`config.mk`:
```
export PLATFORM = sky130hd
export DESIGN_NAME = ram_dma_copy_flat
export DESIGN_NICKNAME = d
export VERILOG_FILES = /design/src/rtl/ram_dma_pkg.sv /design/src/rtl/ram_dma_copy_if.sv /design/src/rtl/ram_dma_range_chk.sv /design/src/rtl/ram_dma_copy.sv /design/src/flat_wrapper.sv
export SDC_FILE = /design/constraint.sdc
export NUM_CORES = 1
export LEC_CHECK = 0
export BUFFER_PORTS_ARGS = -buffer_cell sky130_fd_sc_hd__buf_2
export CORE_MARGIN = 2
export CORE_UTILIZATION = 51
export CTS_CLUSTER_DIAMETER = 150
export DETAILED_ROUTE_END_ITERATION = 6
export GPL_ROUTABILITY_DRIVEN = 0
export PLACE_DENSITY_LB_ADDON = 0.05
export SYNTH_ARGS = -nofsm -noshare
export SYNTH_HDL_FRONTEND = slang
export SYNTH_HIERARCHICAL = 1
export SYNTH_SLANG_ARGS = --single-unit
export TNS_END_PERCENT = 5
```
`constraint.sdc`:
```
create_clock -name clk_i -period 3.7 [get_ports clk_i]
set_input_delay 1.11 -clock clk_i [delete_from_list [all_inputs] [get_ports clk_i]]
set_output_delay 1.11 -clock clk_i [all_outputs]
set_load 0.02 [all_outputs]
```
`src/rtl/ram_dma_pkg.sv`:
```
// Shared types and constants for the scratch-RAM DMA copy/fill engine.
package ram_dma_pkg;

    typedef enum logic [2:0] {
        ST_IDLE  = 3'd0,
        ST_CHECK = 3'd1,
        ST_RD    = 3'd2,
        ST_WR    = 3'd3,
        ST_FIN   = 3'd4
    } state_e;

    localparam logic OP_COPY    = 1'b0;
    localparam logic OP_FILL    = 1'b1;
    localparam int   WORD_BYTES = 4;

endpackage

```
`src/rtl/ram_dma_copy_if.sv`:
```
// Word-addressed scratch RAM port: chip enable, write enable, byte address, data.
interface ram_dma_copy_if #(
    parameter int XLEN = 32
);
    logic            ce;
    logic            we;
    logic [XLEN-1:0] addr;
    logic [XLEN-1:0] wdata;
    logic [XLEN-1:0] rdata;

    modport master (output ce, output we, output addr, output wdata, input rdata);
    modport slave  (input ce, input we, input addr, input wdata, output rdata);
endinterface

```
`src/rtl/ram_dma_range_chk.sv`:
```
// Combinational alignment and bounds check for one (byte address, word count) pair.
module ram_dma_range_chk
    import ram_dma_pkg::*;
#(
    parameter int XLEN     = 32,
    parameter int LEN_W    = 8,
    parameter int MEM_SIZE = 32
) (
    input  logic [XLEN-1:0]  addr,
    input  logic [LEN_W-1:0] len,
    output logic             ok
);

    // Wide enough that addr + 4*len can never wrap.
    localparam int SUM_W = XLEN + LEN_W + 2;

    logic [SUM_W-1:0] end_addr;
    logic             aligned;

    assign end_addr = SUM_W'(addr) + (SUM_W'(len) << 2);
    assign aligned  = (addr[1:0] == 2'b00);
    assign ok       = aligned && (end_addr <= SUM_W'(MEM_SIZE));

endmodule

```
`src/rtl/ram_dma_copy.sv`:
```
// Copy/fill DMA engine: sequences RD/WR word accesses on the scratch RAM for one command at a time.
module ram_dma_copy
    import ram_dma_pkg::*;
#(
    parameter int XLEN     = 32,
    parameter int MEM_SIZE = 32,
    parameter int LEN_W    = 8
) (
    input  logic             clk_i,
    input  logic             rst_i,
    input  logic             start_i,
    input  logic             op_i,
    input  logic [XLEN-1:0]  src_i,
    input  logic [XLEN-1:0]  dst_i,
    input  logic [LEN_W-1:0] len_i,
    input  logic [XLEN-1:0]  fill_i,
    output logic             busy_o,
    output logic             done_o,
    output logic             err_o,
    ram_dma_copy_if.master   ram
);

    state_e           state_q, state_d;
    logic             op_q, op_d;
    logic [XLEN-1:0]  fill_q, fill_d;
    logic [XLEN-1:0]  src_ptr_q, src_ptr_d;
    logic [XLEN-1:0]  dst_ptr_q, dst_ptr_d;
    logic [LEN_W-1:0] rem_q, rem_d;
    logic [XLEN-1:0]  buf_q, buf_d;
    logic             err_flag_q, err_flag_d;
    logic             src_ok, dst_ok;

    logic             busy_d, done_d, err_d, ce_d, we_d;
    logic [XLEN-1:0]  addr_d, wdata_d;

    ram_dma_range_chk #(.XLEN(XLEN), .LEN_W(LEN_W), .MEM_SIZE(MEM_SIZE)) u_src_chk (
        .addr (src_ptr_q),
        .len  (rem_q),
        .ok   (src_ok)
    );

    ram_dma_range_chk #(.XLEN(XLEN), .LEN_W(LEN_W), .MEM_SIZE(MEM_SIZE)) u_dst_chk (
        .addr (dst_ptr_q),
        .len  (rem_q),
        .ok   (dst_ok)
    );

    always_comb begin
        state_d    = state_q;
        op_d       = op_q;
        fill_d     = fill_q;
        src_ptr_d  = src_ptr_q;
        dst_ptr_d  = dst_ptr_q;
        rem_d      = rem_q;
        buf_d      = buf_q;
        err_flag_d = err_flag_q;

        unique case (state_q)
            ST_IDLE: begin
                if (start_i) begin
                    state_d    = ST_CHECK;
                    op_d       = op_i;
                    fill_d     = fill_i;
                    src_ptr_d  = src_i;
                    dst_ptr_d  = dst_i;
                    rem_d      = len_i;
                    err_flag_d = 1'b0;
                end
            end
            ST_CHECK: begin
                if (!dst_ok || (op_q == OP_COPY && !src_ok)) begin
                    err_flag_d = 1'b1;
                    state_d    = ST_FIN;
                end else if (rem_q == '0) begin
                    state_d = ST_FIN;
                end else begin
                    state_d = (op_q == OP_COPY) ? ST_RD : ST_WR;
                end
            end
            ST_RD: begin
                buf_d   = ram.rdata;
                state_d = ST_WR;
            end
            ST_WR: begin
                src_ptr_d = src_ptr_q + XLEN'(WORD_BYTES);
                dst_ptr_d = dst_ptr_q + XLEN'(WORD_BYTES);
                rem_d     = rem_q - 1'b1;
                if (rem_q == LEN_W'(1)) state_d = ST_FIN;
                else                    state_d = (op_q == OP_COPY) ? ST_RD : ST_WR;
            end
            ST_FIN:  state_d = ST_IDLE;
            default: state_d = ST_IDLE;
        endcase

        // Outputs are registered, so derive them from the state being entered.
        busy_d  = (state_d == ST_CHECK) || (state_d == ST_RD) || (state_d == ST_WR);
        done_d  = (state_d == ST_FIN);
        err_d   = (state_d == ST_FIN) && err_flag_d;
        ce_d    = (state_d == ST_RD) || (state_d == ST_WR);
        we_d    = (state_d == ST_WR);
        addr_d  = '0;
        wdata_d = '0;
        if (state_d == ST_RD) begin
            addr_d = src_ptr_d;
        end else if (state_d == ST_WR) begin
            addr_d  = dst_ptr_d;
            wdata_d = (op_d == OP_FILL) ? fill_d : buf_d;
        end
    end

    always_ff @(posedge clk_i) begin
        if (rst_i) begin
            state_q    <= ST_IDLE;
            op_q       <= OP_COPY;
            fill_q     <= '0;
            src_ptr_q  <= '0;
            dst_ptr_q  <= '0;
            rem_q      <= '0;
            buf_q      <= '0;
            err_flag_q <= 1'b0;
            busy_o     <= 1'b0;
            done_o     <= 1'b0;
            err_o      <= 1'b0;
            ram.ce     <= 1'b0;
            ram.we     <= 1'b0;
            ram.addr   <= '0;
            ram.wdata  <= '0;
        end else begin
            state_q    <= state_d;
            op_q       <= op_d;
            fill_q     <= fill_d;
            src_ptr_q  <= src_ptr_d;
            dst_ptr_q  <= dst_ptr_d;
            rem_q      <= rem_d;
            buf_q      <= buf_d;
            err_flag_q <= err_flag_d;
            busy_o     <= busy_d;
            done_o     <= done_d;
            err_o      <= err_d;
            ram.ce     <= ce_d;
            ram.we     <= we_d;
            ram.addr   <= addr_d;
            ram.wdata  <= wdata_d;
        end
    end

endmodule

```
`src/flat_wrapper.sv`:
```
// flat-port wrapper written by rule: the top's interface ports become plain ports
module ram_dma_copy_flat import ram_dma_pkg::*;
#(
    parameter int XLEN     = 32,
    parameter int MEM_SIZE = 32,
    parameter int LEN_W    = 8
)
  (clk_i, rst_i, start_i, op_i, src_i, dst_i, len_i, fill_i, busy_o, done_o, err_o, ram_ce, ram_we, ram_addr, ram_wdata, ram_rdata);
  ram_dma_copy_if #(.XLEN(XLEN)) ram_i ();
  input  logic clk_i;
  input  logic rst_i;
  input  logic start_i;
  input  logic op_i;
  input  logic [XLEN-1:0] src_i;
  input  logic [XLEN-1:0] dst_i;
  input  logic [LEN_W-1:0] len_i;
  input  logic [XLEN-1:0] fill_i;
  output logic busy_o;
  output logic done_o;
  output logic err_o;
  output wire logic [$bits(ram_i.ce)-1:0] ram_ce;
  output wire logic [$bits(ram_i.we)-1:0] ram_we;
  output wire logic [$bits(ram_i.addr)-1:0] ram_addr;
  output wire logic [$bits(ram_i.wdata)-1:0] ram_wdata;
  input wire logic [$bits(ram_i.rdata)-1:0] ram_rdata;
  assign ram_ce = ram_i.ce;
  assign ram_we = ram_i.we;
  assign ram_addr = ram_i.addr;
  assign ram_wdata = ram_i.wdata;
  assign ram_i.rdata = ram_rdata;
  ram_dma_copy #(.XLEN(XLEN), .MEM_SIZE(MEM_SIZE), .LEN_W(LEN_W)) u_core (.clk_i(clk_i), .rst_i(rst_i), .start_i(start_i), .op_i(op_i), .src_i(src_i), .dst_i(dst_i), .len_i(len_i), .fill_i(fill_i), .busy_o(busy_o), .done_o(done_o), .err_o(err_o), .ram(ram_i));
endmodule
```
==> Yosys cells after proc, flatten, opt, wreduce, memory -nomap -nowiden <==
Index checks and enable logic that the tools add are counted.
{ "totals": {"reg_bits": 210, "output_inout_bits": 69, "word_cells": 73} }
{ "op_classes": {"addsub": 5, "order_cmp": 2, "n_eq_ne": 9, "mux": 23, "bitwise": 2, "n_reduce_logical": 17} }
{ "op_table": {"columns": ["op", "n"], "rows": [
  ["$mux W32", 8],
  ["$pmux W32 S2", 2],
  ["$add A32 B10 Y33", 2],
  ["$le A33 B6 Y1 const B", 2],
  ["$add A32 B3 Y32 const B", 2],
  ["$pmux W8 S2", 1],
  ["$eq A3 B2 Y1 const B", 4],
  ["$mux W3", 4],
  ["$pmux W3 S4", 1],
  ["$eq A8 B1 Y1 const B", 1],
  ["$logic_not A8 Y1", 1],
  ["$mux W8", 1],
  ["$sub A8 B1 Y8 const B", 1],
  ["$eq A3 B1 Y1 const B", 2],
  ["$mux W1", 5],
  ["$logic_and A1 B1 Y1", 4],
  ["$logic_not A2 Y1", 2],
  ["$logic_or A1 B1 Y1", 4],
  ["$eq A3 B3 Y1 const B", 1],
  ["$logic_not A3 Y1", 1],
  ["$reduce_or A3 Y1", 1],
  ["$logic_not A1 Y1", 2],
  ["$ne A2 B2 Y1 const B", 1],
  ["$not A1 Y1", 2],
  ["3 further kinds", 3]
]} }

==> Depth between registers and ports, before layout <==
{ "logic_depth": {"word_depth": 11, "mapped_depth": 17, "ltp_nobuf": 16} }

==> By module <==
Netlist, hierarchy kept.
{ "modules_own_cells": {"columns": ["mod", "instances", "cells_per_inst", "area_per_inst_um2"], "rows": [
  ["ram_dma_copy", 1, 1019, 8909.8],
  ["ram_dma_range_chk", 2, 141, 1037.2]
]} }

==> Least setup slack after synthesis <==
No wires, ideal clock.
{ "synth_path": {"path_type": "reg-to-reg", "from": "register u_core.dst_ptr_q[2]", "to": "register u_core.ram.wdata[11]", "setup_ns": 0.070, "arrival_time_ns": 3.670, "required_time_ns": 3.630, "path_slack_ns": -0.040, "stages_incl_launch_ff": 18, "n_path_buf": 2, "cell_sequence": "dfxtp_1 > ha_1 > fa_1 > a211oi_2 > o21ai_1 > xnor2_1 > nand4_1 > a2111oi_0 > nand4_1 > nor4_2 > o21ai_0 > a31oi_1 > a22oi_4 > o21ai_2 > nand2b_1 > buf_4 > buf_4 > a21oi_1"} }
{ "synth_via": {"elab_chain_cells": 10, "elab_cells_between_ends": 11, "classes_between": "add/sub (1); order compare (1); eq/ne (2); mux (2); bitwise (1); reduce/logical (4)"} }
{ "synth_lines": {"columns": ["item", "line_no", "rtl"], "rows": [
  ["start: declaration", "ram_dma_copy.sv:27", "logic [XLEN-1:0] dst_ptr_q, dst_ptr_d;"],
  ["start signal: assignment", "ram_dma_copy.sv:133", "dst_ptr_q <= dst_ptr_d;"],
  ["$add A32 B10 Y33 (*)", "ram_dma_range_chk.sv:20", "assign end_addr = SUM_W'(addr) + (SUM_W'(len) << 2);"],
  ["$le A33 B6 Y1 (*)", "ram_dma_range_chk.sv:22", "assign ok = aligned && (end_addr <= SUM_W'(MEM_SIZE));"],
  ["$logic_and A1 B1 Y1 (*)", "ram_dma_range_chk.sv:22", null],
  ["net u_core.dst_ok", "ram_dma_copy.sv:31", "logic src_ok, dst_ok;"],
  ["$logic_not A1 Y1 (*)", "ram_dma_copy.sv:71", "if (!dst_ok || (op_q == OP_COPY && !src_ok)) begin"],
  ["$logic_or A1 B1 Y1 (*)", "ram_dma_copy.sv:71", null],
  ["$mux W3 (*)", "ram_dma_copy.sv:71", null],
  ["$pmux W3 S4 (*)", "ram_dma_copy.sv:58", "unique case (state_q)"],
  ["$eq A3 B2 Y1", "ram_dma_copy.sv:105", "end else if (state_d == ST_WR) begin"],
  ["$not A1 Y1 (no source line)", null, null],
  ["$reduce_or A3 Y1 (no source line) (*)", null, null],
  ["end signal: assignment", "ram_dma_copy.sv:143", "ram.wdata <= wdata_d;"],
  ["end: declaration", "ram_dma_copy_if.sv:11", "modport master (output ce, output we, output addr, output wdata, input rdata);"]
]} }
Mark *: on every way through the listed nets, which the timed path passes. The rest lies on a longest branch.
A chain may end at the register's enable or synchronous reset.

==> Final worst setup path <==
{ "layout_path": {"from": "register u_core.rem_q[0]", "to": "register u_core.ram.addr[25]"} }
{ "layout_via": {"elab_chain_cells": 11, "elab_cells_between_ends": 20, "classes_between": "add/sub (2); order compare (2); eq/ne (3); mux (6); reduce/logical (7)"} }
{ "layout_lines": {"columns": ["item", "line_no", "rtl"], "rows": [
  ["start: declaration", "ram_dma_copy.sv:28", "logic [LEN_W-1:0] rem_q, rem_d;"],
  ["start signal: assignment", "ram_dma_copy.sv:134", "rem_q <= rem_d;"],
  ["$add A32 B10 Y33 (*)", "ram_dma_range_chk.sv:20", null],
  ["$le A33 B6 Y1 (*)", "ram_dma_range_chk.sv:22", null],
  ["$logic_and A1 B1 Y1 (*)", "ram_dma_range_chk.sv:22", null],
  ["net u_core.src_ok", "ram_dma_copy.sv:31", null],
  ["$logic_not A1 Y1 (*)", "ram_dma_copy.sv:71", null],
  ["$logic_and A1 B1 Y1 (*)", "ram_dma_copy.sv:71", null],
  ["$logic_or A1 B1 Y1 (*)", "ram_dma_copy.sv:71", null],
  ["$mux W3 (*)", "ram_dma_copy.sv:71", null],
  ["$pmux W3 S4 (*)", "ram_dma_copy.sv:58", null],
  ["$eq A3 B2 Y1", "ram_dma_copy.sv:105", null],
  ["$mux W32", "ram_dma_copy.sv:105", null],
  ["$mux W32 (*)", "ram_dma_copy.sv:103", "if (state_d == ST_RD) begin"],
  ["end signal: assignment", "ram_dma_copy.sv:142", "ram.addr <= addr_d;"],
  ["end: declaration", "ram_dma_copy_if.sv:11", null]
]} }
Marked as above.

==> impl_metrics.tcl <==
set metrics [dict create \
    holdPathEnd "u_core/fill_q[30]" \
    hpwl_um 25980 \
    syn_nets 1464 \
    postSynthAreaPerCell_um2 8.443 \
    n_antenna_cell 0 \
    path_max_fanout 17 \
    die_x_um 150.8 \
    violations "setup timing" \
    flow.area_growth_from_synthesis_pct 26.83 \
    critPathKind "register to register" \
    fp-row-count 53 \
    ys_ff_latch 210 \
    ys_top_cells_by_area "dfxtp_1 (38%), nand2_1 (5.4%), a21oi_1 (5.1%), nor2_1 (4.3%), mux2i_1 (3.9%)" \
    grt_overflow 0 \
    synth_warnings 6 \
    drive_gt1_share_pct 28.39 \
    cts_max_level 1 \
    cts_tree "done" \
    netlist.area_leader.share_pct 38.27 \
    sw_frac_of_total_pct 26.84 \
    holdCritStartpoint "u_core/fill_q[30]" \
    setup-tns-final_ns -0.1028 \
    synth_ff_type "dfxtp_1" \
    post_drt_wl_per_cell_um 19.41 \
    clk_pin_slew_ns 0.06 \
    route.antenna.remaining_nets 0 \
    synth_edf_count 0 \
    timing.rr.start "u_core/rem_q[0]" \
    ir_worst_vdd_uv 400.9 \
    post-route-min-period_ns 3.732 \
    total_power_mw 5.719 \
    powerDensity_mw_per_mm2 410.5 \
    die_area_mm2 0.02273 \
    via_count 11280 \
    outcome "finished, violations left" \
    cts.sinks 210 \
    async_reset_ff_share_pct 0 \
    drv_slew 0 \
    track_usage_pct 31.02 \
    core_area_mm2 0.02109 \
    routed_via_density 6.067 \
    whs_path_depth 2 \
    p_int_mw 4.184 \
    cts_buffers 23 \
    finClkSkew_ns 0.009276 \
    final_nets 1734 \
    fin_crit_sh_pct 100.9 \
    grt_antenna_before_repair 2 \
    start_util_pct 52.09 \
    r2r_end "u_core/ram.addr[25]" \
    worstMarginPinSlew_ns 1.280 \
    final_area_mm2 0.01393 \
    die_y_um 150.8 \
    setup_viol 6 \
    grt_pass1_vias 10510 \
    power.clock.fraction_pct 42.5 \
    synth_area_mm2 0.01098 \
    p_leak_nw 5.684 \
    dr.pass1.iters 5 \
    wirelength_um 36110 \
    pwr-share-comb_pct 15.3 \
    drtIter0Drc 1018 \
    slew_headroom_pct 14.57 \
    p_sw_mw 1.535 \
    clock_tree.root_cell "clkbuf_16" \
    seqPwrFrac_pct 42.3 \
    cts_buffer_depth 3 \
    worst_slack_ns -0.03210 \
    r2r_setup_slack_ns -0.03 \
    hold_viol_final 0 \
    slowest_delay_ns 0.40 \
    post-place-cells 1812 \
    port_buffers 208 \
    drc 0 \
    crit_slowest_cell "fa_2" \
    final_cells 1860 \
    insertion_delay_ns 0.53 \
    yosysUniqueCellTypes 83 \
    cp.required_ns 4.16 \
    ys_seq_area_share_pct 38.27 \
    start_kind "register" \
    crit_path_end_kind "register" \
    worstPathArrival_ns 4.19 \
    fmax_mhz 267.9 \
    ff2ff_path_depth 18 \
    yosysTopAreaCell "dfxtp_1" \
    grt_max_degree 75 \
    hp-class "register to register" \
    io_pins 209 \
    rsz0062_at_grt "true" \
    crit_chain "ha_2, fa_2, a211oi_2, buf_4, o211ai_4, nand4_1, mux2i_1, a21oi_2, a211o_1, nor4_4, o21ai_2, a31oi_4, a22oi_4, o21ai_4, nand2b_4, buf_8, inv_1, o2bb2ai_1" \
    grt_pass1_wl_um 55650 \
    syn-instance-count 1301 \
    maxCapViolations 0 \
    place_area_mm2 0.01285 \
    holdBufCountCts 0 \
]
-- critical path, delay by kind of cell, from the launching register on --
kind	cells	cell delay, ns
AOI/OAI and AO/OA	9	1.46
buffers and inverters	3	0.44
muxes	1	0.25
DFF	1	0.34
adders and majority gates	2	0.60
and+or+nand+nor	3	0.57
-- cells in the mapped netlist (all sizes together) (12+ instances only) --
cell type / number
o211ai: 26
nor2: 127
a211oi: 22
and3: 27
a22o: 13
buf: 41
a31oi: 25
nor3: 26
mux2i: 43
nand2b: 27
ha: 21
dfxtp: 210
inv: 17
nand2: 160
o21ai: 37
nand4: 48
clkbuf: 34
a21oi: 115
nor4: 19
nand3: 45
a21o: 37
o22ai: 15
and3b: 12
a221oi: 14
-- power by group through the flow --
stage / logic (mW) / clock network [mW] / registers, mW
final: 0.873 / 2.43 / 2.42
after global routing: 0.949 / 2.55 / 2.42
after CTS: 0.839 / 2.46 / 2.41
after detailed placement: 0.820 / 0 / 2.46
after global placement: 0.815 / 0 / 2.46
after floorplan: 0.461 / 0 / 2.47
-- metrics by stage --
step | worst slack [ns] | utilization, % | hold slack, ns
CTS | -0.05452 | 65.42 | 0.4615
global route | -0.1977 | 66.06 | 0.4737
floorplan | 0.008300 | - | 0.4368
global placement | -0.1428 | 60.95 | 0.4437
detailed placement | -0.3430 | 60.95 | 0.4533
finish | -0.03210 | 66.06 | 0.4577
-- per-layer routing --
layer	wire length, µm	up-vias	track usage, %
met3	3312	114	7.242
met1	14640	5237	39.42
li1	-	5386	-
met2	16020	545	49.20
met5	11	-	0
met4	2121	2	15.84
-- flip-flops by register name (all words and copies together) (netlist names) --
name / count
u_core/buf_q: 32
u_core/dst_ptr_q: 32
u_core/fill_q: 32
u_core/ram.addr: 32
u_core/ram.wdata: 32
u_core/src_ptr_q: 32
u_core/rem_q: 8
u_core/state_q: 3
u_core/busy_o: 1
u_core/done_o: 1
u_core/err_flag_q: 1
u_core/err_o: 1
u_core/op_q: 1
u_core/ram.ce: 1
u_core/ram.we: 1
-- layout make-up --
cell class | count | area, µm²
Multi-Input combinational cell | 999 | 6541
Inverter | 17 | 63.81
Fill cell | 1812 | 7157
Clock buffer | 29 | 628.1
Clock inverter | 10 | 167.7
Tap cell | 275 | 344.1
Timing Repair Buffer | 320 | 1977
Sequential cell | 210 | 4209
-- kinds of logic after synthesis --
kind of cell	share of synthesized area (%)
DFF	38.27
muxes	4.123
buffers and inverters	3.873
xor gates and xnor gates	1.595
and+or+nand+nor	25.14
AOI/OAI and AO/OA	24.24
adders and majority gates	2.757
-- repair_timing --
| action | in CTS | in global routing |
|---|---|---|
| endpoints found under the setup margin | 67 | 71 |
| endpoints found under the hold margin | 0 | 0 |
| gates cloned | 1 | 0 |
| gates resized for setup | 25 | 24 |
| buffers inserted | 5 | 3 |
| pin swaps | 14 | 8 |
-- layout by cell type (no fill, tap or decap), types with 5 or more instances in the layout --
master,n
a221oi_1,14
nand3b_1,5
mux2i_1,42
and3_1,25
ha_2,7
nand2_1,158
nand4_1,42
a22oi_1,8
buf_4,103
o311a_1,9
a31oi_1,24
o22ai_1,14
nor2b_1,5
nor4_1,12
inv_1,17
and4_1,7
nor4_4,5
a211oi_1,7
xnor2_1,11
nand3_1,43
o21ai_1,5
a211oi_2,14
nand2b_1,26
ha_1,13
buf_2,207
a21oi_1,109
dfxtp_1,206
o21ai_0,29
clkbuf_16,23
a21oi_2,6
and3b_1,12
o211ai_1,20
o31ai_1,9
nand4_2,6
a22o_1,13
a21o_1,33
xor2_1,9
nor3_1,26
nor2_1,125
-- worst max-delay path by stage --
stage	from	to	slack [ns]	cells after the start
floorplan	u_core/dst_ptr_q[2]	u_core/ram.wdata[11]	0.008	17
global placement	u_core/rem_q[0]	u_core/ram.addr[28]	-0.14	17
detailed placement	u_core/dst_ptr_q[2]	u_core/ram.addr[25]	-0.34	17
CTS	u_core/rem_q[0]	u_core/ram.addr[25]	-0.05	18
global route	u_core/rem_q[7]	u_core/ram.addr[28]	-0.20	16
finish	u_core/rem_q[0]	u_core/ram.addr[25]	-0.03	18
Note: power is estimated with default switching activity, not from simulation.
